[src/rtl/ac97_cmd_sequencer.sv]
// AC97 codec command sequencer: writes a fixed init table after link-ready,
// then serves master-volume writes, holding each command for HOLD_FRAMES frames.
module ac97_cmd_sequencer #(
    parameter int unsigned HOLD_FRAMES = 32'd2
) (
    input  logic        clk,
    input  logic        reset,
    input  logic        ac97_ready_sig,
    input  logic        frame_sync,
    input  logic        vol_req,
    input  logic [4:0]  vol_left,
    input  logic [4:0]  vol_right,
    input  logic        mute,
    output logic [7:0]  cmd_addr,
    output logic [15:0] cmd_data,
    output logic        latching_cmd,
    output logic        vol_ack,
    output logic        init_done,
    output logic        busy
);

    typedef enum logic [2:0] {
        S_WAIT_READY = 3'd0,
        S_LOAD       = 3'd1,
        S_HOLD       = 3'd2,
        S_IDLE       = 3'd3,
        S_VOL_LOAD   = 3'd4,
        S_VOL_HOLD   = 3'd5
    } state_t;

    localparam logic [3:0] HOLD_LIMIT = HOLD_FRAMES[3:0];

    state_t      state_q, state_d;
    logic [1:0]  index_q, index_d;
    logic [3:0]  cnt_q, cnt_d;
    logic [7:0]  cmd_addr_q, cmd_addr_d;
    logic [15:0] cmd_data_q, cmd_data_d;
    logic        latching_q, latching_d;
    logic        vol_ack_q, vol_ack_d;
    logic        init_done_q, init_done_d;
    logic        busy_q, busy_d;
    logic        hold_done_s;

    function automatic logic [23:0] init_entry(input logic [1:0] idx);
        case (idx)
            2'd0:    return {8'h02, 16'h0000};
            2'd1:    return {8'h18, 16'h0808};
            2'd2:    return {8'h1A, 16'h0000};
            2'd3:    return {8'h1C, 16'h0000};
            default: return 24'h000000;
        endcase
    endfunction

    // The pulse that completes the hold is consumed by the transition, never carried over.
    assign hold_done_s = frame_sync && ((cnt_q + 4'd1) == HOLD_LIMIT);

    // State, index, hold counter and registered outputs.
    always_ff @(posedge clk or posedge reset) begin
        if (reset) begin
            state_q     <= S_WAIT_READY;
            index_q     <= 2'd0;
            cnt_q       <= 4'd0;
            cmd_addr_q  <= 8'h00;
            cmd_data_q  <= 16'h0000;
            latching_q  <= 1'b0;
            vol_ack_q   <= 1'b0;
            init_done_q <= 1'b0;
            busy_q      <= 1'b1;
        end else begin
            state_q     <= state_d;
            index_q     <= index_d;
            cnt_q       <= cnt_d;
            cmd_addr_q  <= cmd_addr_d;
            cmd_data_q  <= cmd_data_d;
            latching_q  <= latching_d;
            vol_ack_q   <= vol_ack_d;
            init_done_q <= init_done_d;
            busy_q      <= busy_d;
        end
    end

    // Next-state, table index and frame counting; ready loss overrides everything.
    always_comb begin
        state_d = state_q;
        index_d = index_q;
        cnt_d   = cnt_q;
        if ((state_q != S_WAIT_READY) && !ac97_ready_sig) begin
            state_d = S_WAIT_READY;
            index_d = 2'd0;
            cnt_d   = 4'd0;
        end else begin
            case (state_q)
                S_WAIT_READY: begin
                    if (ac97_ready_sig) begin
                        state_d = S_LOAD;
                        index_d = 2'd0;
                        cnt_d   = 4'd0;
                    end else begin
                        state_d = S_WAIT_READY;
                    end
                end
                S_LOAD: begin
                    state_d = S_HOLD;
                    cnt_d   = 4'd0;
                end
                S_HOLD: begin
                    if (hold_done_s) begin
                        cnt_d = 4'd0;
                        if (index_q == 2'd3) begin
                            state_d = S_IDLE;
                        end else begin
                            state_d = S_LOAD;
                            index_d = index_q + 2'd1;
                        end
                    end else if (frame_sync) begin
                        cnt_d = cnt_q + 4'd1;
                    end else begin
                        cnt_d = cnt_q;
                    end
                end
                S_IDLE: begin
                    if (vol_req) begin
                        state_d = S_VOL_LOAD;
                    end else begin
                        state_d = S_IDLE;
                    end
                end
                S_VOL_LOAD: begin
                    state_d = S_VOL_HOLD;
                    cnt_d   = 4'd0;
                end
                S_VOL_HOLD: begin
                    if (hold_done_s) begin
                        cnt_d   = 4'd0;
                        state_d = S_IDLE;
                    end else if (frame_sync) begin
                        cnt_d = cnt_q + 4'd1;
                    end else begin
                        cnt_d = cnt_q;
                    end
                end
                default: begin
                    state_d = S_WAIT_READY;
                    index_d = 2'd0;
                    cnt_d   = 4'd0;
                end
            endcase
        end
    end

    // Output values for the state being entered, so strobes line up with LOAD cycles.
    always_comb begin
        cmd_addr_d  = cmd_addr_q;
        cmd_data_d  = cmd_data_q;
        latching_d  = 1'b0;
        vol_ack_d   = 1'b0;
        init_done_d = init_done_q;
        busy_d      = (state_d != S_IDLE);
        case (state_d)
            S_LOAD: begin
                {cmd_addr_d, cmd_data_d} = init_entry(index_d);
                latching_d = 1'b1;
            end
            S_VOL_LOAD: begin
                cmd_addr_d = 8'h02;
                cmd_data_d = {mute, 2'b00, vol_left, 3'b000, vol_right};
                latching_d = 1'b1;
                vol_ack_d  = 1'b1;
            end
            S_WAIT_READY: init_done_d = 1'b0;
            S_IDLE:       init_done_d = 1'b1;
            default:      init_done_d = init_done_q;
        endcase
    end

    assign cmd_addr     = cmd_addr_q;
    assign cmd_data     = cmd_data_q;
    assign latching_cmd = latching_q;
    assign vol_ack      = vol_ack_q;
    assign init_done    = init_done_q;
    assign busy         = busy_q;

endmodule
[config.mk]
export PLATFORM = sky130hd
export DESIGN_NAME = ac97_cmd_sequencer
export DESIGN_NICKNAME = d
export VERILOG_FILES = /design/src/rtl/ac97_cmd_sequencer.sv
export SDC_FILE = /design/constraint.sdc
export NUM_CORES = 1
export LEC_CHECK = 0
export ABC_AREA = 1
export BUFFER_PORTS_ARGS = -buffer_cell sky130_fd_sc_hd__buf_2
export CAP_MARGIN = 20
export CORE_ASPECT_RATIO = 1.25
export CORE_MARGIN = 2
export CORE_UTILIZATION = 45
export CTS_CLUSTER_SIZE = 12
export DETAILED_ROUTE_END_ITERATION = 6
export HOLD_SLACK_MARGIN = 0.06
export PLACE_DENSITY = 0.78
export SLEW_MARGIN = 20
export SYNTH_ARGS = -nofsm -noshare
export SYNTH_HDL_FRONTEND = slang
export SYNTH_SLANG_ARGS = --single-unit
[constraint.sdc]
create_clock -name clk -period 2 [get_ports clk]
set_input_delay 0.1 -clock clk [delete_from_list [all_inputs] [get_ports clk]]
set_output_delay 0.1 -clock clk [all_outputs]
set_load 0.02 [all_outputs]
# After elaboration in Yosys (flattened, before gate mapping)
# Cells that the tools add are included.
[word_totals]
out_inout_bits = 28
word_cells = 64
reg_bits = 37
[classes]
n_mux = 23
eq_ne = 17
reduce_logical = 13
n_addsub = 2
[ops]
columns = ["cell", "count"]
rows = [
  ["24-bit case mux with 4 select lines", 1],
  ["16-bit case mux with 2 select lines", 1],
  ["3-bit case mux with 6 select lines", 1],
  ["4-bit 2-to-1 mux", 4],
  ["8-bit case mux with 2 select lines", 1],
  ["3-bit 2-to-1 mux", 4],
  ["4-bit case mux with 3 select lines", 1],
  ["2-bit 2-to-1 mux", 5],
  ["3-bit by 2-bit equality test with 1-bit output (second input constant)", 3],
  ["3-bit equality test (second input constant)", 3],
  ["2-bit equality test (second input constant)", 3],
  ["3-bit by 1-bit equality test with 1-bit output (second input constant)", 2],
  ["3-bit logical NOT", 2],
  ["2-bit case mux with 3 select lines", 1],
  ["4-bit by 1-bit adder with 4-bit output (second input constant)", 1],
  ["4-bit by 2-bit equality test with 1-bit output (second input constant)", 1],
  ["4-bit by 1-bit != test with 1-bit output (second input constant)", 1],
  ["2-bit nonzero test", 2],
  ["2-bit OR reduction", 2],
  ["4-bit OR reduction", 1],
  ["1-bit 2-to-1 mux", 3],
  ["3-bit by 2-bit != test with 1-bit output (second input constant)", 1],
  ["3-bit != test (second input constant)", 1],
  ["3-bit AND reduction", 1],
  ["8 further kinds", 9],
]

# Depth between registers and ports, before layout
[logic_depth]
word_depth = 9
depth_mapped = 14
ltp_nobuf = 14

# Least setup slack after synthesis
# Ideal clock, no wire load.
[synth_timing]
kind = "register to register"
from = "register cnt_q[0]"
to = "register cmd_addr_q[3] (netlist: cmd_addr[3])"
arrival_time_ns = 1.639
period_less_slack_ns = 1.759
path_slack_ns = 0.241
t_required_ns = 1.880
setup_ns = 0.120
stages_incl_launch_ff = 13
n_path_buf = 1
cell_sequence = "dfrtp_1 -> ha_1 -> nand2_2 -> nand2_2 -> nor2_4 -> nand2_2 -> a21oi_1 -> nand2_1 -> nand2_2 -> nand3_4 -> buf_6 -> nand3_1 -> nand2_1"
[synth_between]
elab_chain_cells = 9
elab_cells_between_ends = 19
[synth_lines]
columns = ["item", "line", "source"]
rows = [
  ["start, declared", "35", "logic [3:0] cnt_q, cnt_d;"],
  ["start signal, assigned", "72", "cnt_q <= cnt_d;"],
  ["4-bit by 1-bit adder with 4-bit output *", "55", "assign hold_done_s = frame_sync && ((cnt_q + 4'd1) == HOLD_LIMIT);"],
  ["4-bit by 2-bit equality test with 1-bit output *", "55", ""],
  ["1-bit logical AND *", "55", ""],
  ["2-bit 2-to-1 mux", "107", "if (hold_done_s) begin"],
  ["2-bit case mux with 3 select lines", "92", "case (state_q)"],
  ["2-bit 2-to-1 mux", "87", "if ((state_q != S_WAIT_READY) && !ac97_ready_sig) begin"],
  ["2-bit equality test, or another cell as far along", "45", "case (idx)"],
  ["24-bit case mux with 4 select lines", "45", ""],
  ["8-bit case mux with 2 select lines", "159", "case (state_d)"],
  ["end signal, assigned", "73", "cmd_addr_q <= cmd_addr_d;"],
  ["end, declared", "36", "logic [7:0] cmd_addr_q, cmd_addr_d;"],
]
# Every way passes the cells marked *; elsewhere a longest branch is shown, timed or not. The select of a mux whose other input is x is not followed.
# A chain may end at the register's enable or synchronous reset.

# Worst setup path in the final report
[layout_timing]
from = "register state_q[2]"
to = "register cmd_data_q[11] (netlist: cmd_data[11])"
[layout_between]
elab_cells_between_ends = 24
[layout_rtl]
columns = ["item", "line", "source"]
rows = [
  ["start, declared", "33", "state_t state_q, state_d;"],
  ["start signal, assigned", "70", "state_q <= state_d;"],
  ["3-bit equality test, or another cell as far along", "92", ""],
  ["3-bit case mux with 6 select lines or 1-bit logical AND (tied branches)", "92, 87", ""],
  ["3-bit 2-to-1 mux *", "87", ""],
  ["net state_d[0]", "33", ""],
  ["3-bit equality test or 3-bit by 1-bit equality test with 1-bit output (tied branches)", "159", ""],
  ["16-bit case mux with 2 select lines or 2-bit nonzero test (tied branches)", "-", ""],
  ["end signal, assigned", "74", "cmd_data_q <= cmd_data_d;"],
  ["end, declared", "37", "logic [15:0] cmd_data_q, cmd_data_d;"],
]
# Mark *: on every way through the listed nets, which the timed path passes. The rest lies on a longest branch. The select of a mux whose other input is x is not followed.

==> flow_summary.ini <==
[hold_path]
hold_start = vol_left[3]
min_path_type = input pin to register
hold_end = cmd_data[11]$_DFFE_PP0P_
hold-path-cell-count = 3

[critical_path]
regToRegSetupSlack_ps = 110
required_ps = 2210
arrival_ps = 2110
crit_top_cell = nand2_1
r2r-start = state_q[2]$_DFF_PP0_
worst_setup_path_end_kind = register
path_max_fanout = 6
rr_worst_depth = 9
cp-start-kind = register
path_cells = inv_1 -> nand3_2 -> nand2_1 -> nand2_1 -> a21oi_4 -> nand2_1 -> nor2_2 -> nand3_1 -> nand3_1
critPathBufInv = 1
crit_slowest_cell = dfrtp_1
slowest_delay_ps = 440
critPathKind = register to register
critPathTopFamily = simple AND/OR/NAND/NOR gates
r2r_end = cmd_data[11]$_DFFE_PP0P_

[place]
place.detailed.hpwl_um = 2260
placed_area_mm2 = 0.00163
routabilityCongestion = 0.876
buffer_ports.inserted = 34
dp.cells = 244
preCtsSetupSlack_ps = 10.9

[final_layout]
area_growth_pct = 30.1
drive_gt1_share_pct = 33.2
nets = 248
final_core_util_pct = 60.1
seqCellArea_um2 = 677
final_cells = 266
fill_cells = 275
diodes = 0
multi_input_area_um2 = 742
final_area_mm2 = 0.00190

[synth]
netlist_instances = 176
async_reset_ff_share_pct = 100
synth.cell_area_mm2 = 0.00146
synth_edf_count = 0
synth_top_area_share_pct = 44.5
synth_common_cells = nand2_1, dfrtp_1, nand3_1, inv_1, buf_4
synth_cell_type_count = 24
ys_seq_elements = 27
postSynthAreaPerCell_um2 = 8.31
ys_top_cells_by_area = dfrtp_1, nand2_1, nand3_1, buf_4, inv_1
yosys.area.top_type = dfrtp_1
yosysMostFrequentCell = nand2_1
yosys_warnings = 0
ys.flop_type = dfrtp_1
yosysSeqAreaShare_pct = 46.3

[floorplan]
fp.dieH_um = 67.7
rows = 23
coreArea_mm2 = 0.00317
initial_core_util_pct = 46.2
pin_count = 44
dieWidth_um = 55.0
die_area_mm2 = 0.00373

[power]
ir_worst_vdd_v = 0.000805
p_seq_share_pct = 34.2
p_comb_share_pct = 52.4
powerDensity_mw_per_mm2 = 1220
switchingPower_mw = 1.10
leakage_nw = 1.01
finalPower_mw = 2.32
internal-power_mw = 1.23
clock_power_share_pct = 13.4
p_sw_share_pct = 47.2

[global_route]
grt_pass1_wl_um = 5130
first_global_vias = 1232
overflow = 0
grt_antenna_before_repair = 0
grt_usage_pct = 18.5
grt_max_degree = 28

[sta]
finalMaxSlewViolations = 0
rsz0062_at_grt = true
post-route-min-period_ps = 1890
setup_ws_ps = 105
hold_violations = 0
setup-violations-final = 0
post-route-period-util_pct = 94.7
fin_setup_tns_ps = 0
hold_slack_ps = 108
fmax_ghz = 0.528
skew_ps = 5.29

[clocking]
cts_tree = built
cts_buffers = 3
cts.path.max_buffers = 2
cts.sinks = 27
cts.htree.levels = 1
clockRootBuffer = clkbuf_8
clk_pin_slew_worst_paths_ps = 90
clkLatencyLatePin_ps = 270

[detailed_routing]
drtIter0Drc = 35
wire_per_inst_um = 13.1
via_per_inst = 5.21
remaining_drc_errors = 0
num_vias = 1387
drtAntennaViolNets = 0
drt_pass1_iterations = 4
wirelength_um = 3490

[status]
status = complete, no violations

[run]
max-cap-violations = 0
metal layers:
layer  global-route usage [%]  wire length (um)
met1                     23.2              1320
met2                     32.4              1960
met3                    0.442               160
met4                     8.23                50
met5                        0                 0
tightest hold or removal path, cell delays in order:
cell	delay (ps)
buf_2	80
nand4_1	80
nand3_1	90
cell usage in the layout, fill, tap and decap left out:
| cell | n |
|---|---|
| a21boi_4 | 1 |
| a21oi_1 | 1 |
| a21oi_2 | 2 |
| a21oi_4 | 2 |
| buf_2 | 34 |
| buf_4 | 5 |
| clkbuf_1 | 1 |
| clkbuf_8 | 3 |
| conb_1 | 9 |
| dfrtp_1 | 26 |
| dfstp_2 | 1 |
| dlygate4sd3_1 | 10 |
| ha_1 | 1 |
| ha_2 | 1 |
| inv_1 | 12 |
| inv_2 | 5 |
| inv_4 | 2 |
| inv_6 | 1 |
| nand2_1 | 44 |
| nand2_2 | 7 |
| nand2_4 | 1 |
| nand3_1 | 23 |
| nand3_2 | 5 |
| nand3_4 | 3 |
| nand4_1 | 7 |
| nor2_1 | 7 |
| nor2_2 | 1 |
| nor2_4 | 1 |
| nor3_1 | 1 |
| nor3_4 | 1 |
| o211ai_1 | 2 |
| o21ai_0 | 9 |
state kept, by name, summed over array words and instances, names as in the netlist:
signal,count
cmd_data,11
cnt_q,4
cmd_addr,3
state_q,3
index_q,2
busy,1
init_done,1
latching_cmd,1
vol_ack,1
cells by family (layout without fill, tap and decap cells):
| family | after synthesis | count (layout) | synth area share [%] |
|---|---|---|---|
| flip-flops | 27 | 27 | 46.3 |
| buffers and inverters | 31 | 73 | 11.1 |
| AND/OR/NAND/NOR | 98 | 101 | 32.8 |
| adder cells (fa/ha/maj) | 2 | 2 | 1.71 |
| AO/OA/AOI/OAI | 17 | 17 | 7.87 |
| other | 1 | 9 | 0.256 |
cell type report:
class / instances / area share (%)
Inverter: 19 / 4.14
Timing Repair inverter: 1 / 0.329
Timing Repair Buffer: 49 / 16.2
Sequential cell: 27 / 35.6
Clock buffer: 4 / 2.37
Tap cell: 37 / 2.43
Multi-Input combinational cell: 129 / 39.0
power groups by stage:
stage | clock network (mW) | registers (mW) | logic, mW
3_3_place_gp | 0 | 0.803 | 0.941
6_report | 0.312 | 0.794 | 1.22
5_1_grt | 0.325 | 0.812 | 1.33
4_1_cts | 0.310 | 0.794 | 0.981
3_5_place_dp | 0 | 0.802 | 0.964
2_1_floorplan | 0 | 0.919 | 0.621
how the worst max path moves through the flow:
| stage | slack, ps | endpoint | startpoint | depth (start not counted) |
|---|---|---|---|---|
| 6_report | 110 | cmd_data[11]$_DFFE_PP0P_ | state_q[2]$_DFF_PP0_ | 9 |
| 3_3_place_gp | 100 | cmd_data[10]$_DFFE_PP0P_ | cnt_q[0]$_DFFE_PP0P_ | 12 |
| 4_1_cts | 0.04 | cmd_data[10]$_DFFE_PP0P_ | cnt_q[0]$_DFFE_PP0P_ | 12 |
| 2_1_floorplan | 240 | cmd_addr[3]$_DFFE_PP0P_ | cnt_q[0]$_DFFE_PP0P_ | 12 |
| 5_1_grt | -30 | cmd_data[9]$_DFFE_PP0P_ | cnt_q[1]$_DFFE_PP0P_ | 13 |
| 3_5_place_dp | 10 | cmd_data[10]$_DFFE_PP0P_ | cnt_q[0]$_DFFE_PP0P_ | 12 |
timing repair:
action,4_1_cts,5_1_grt
setup endpoints to repair,0,16
gates resized for setup,0,20
hold buffers,10,0
hold endpoints to repair,35,0
setup buffers,0,4
No activity file was read; power rests on OpenSTA's default activity.
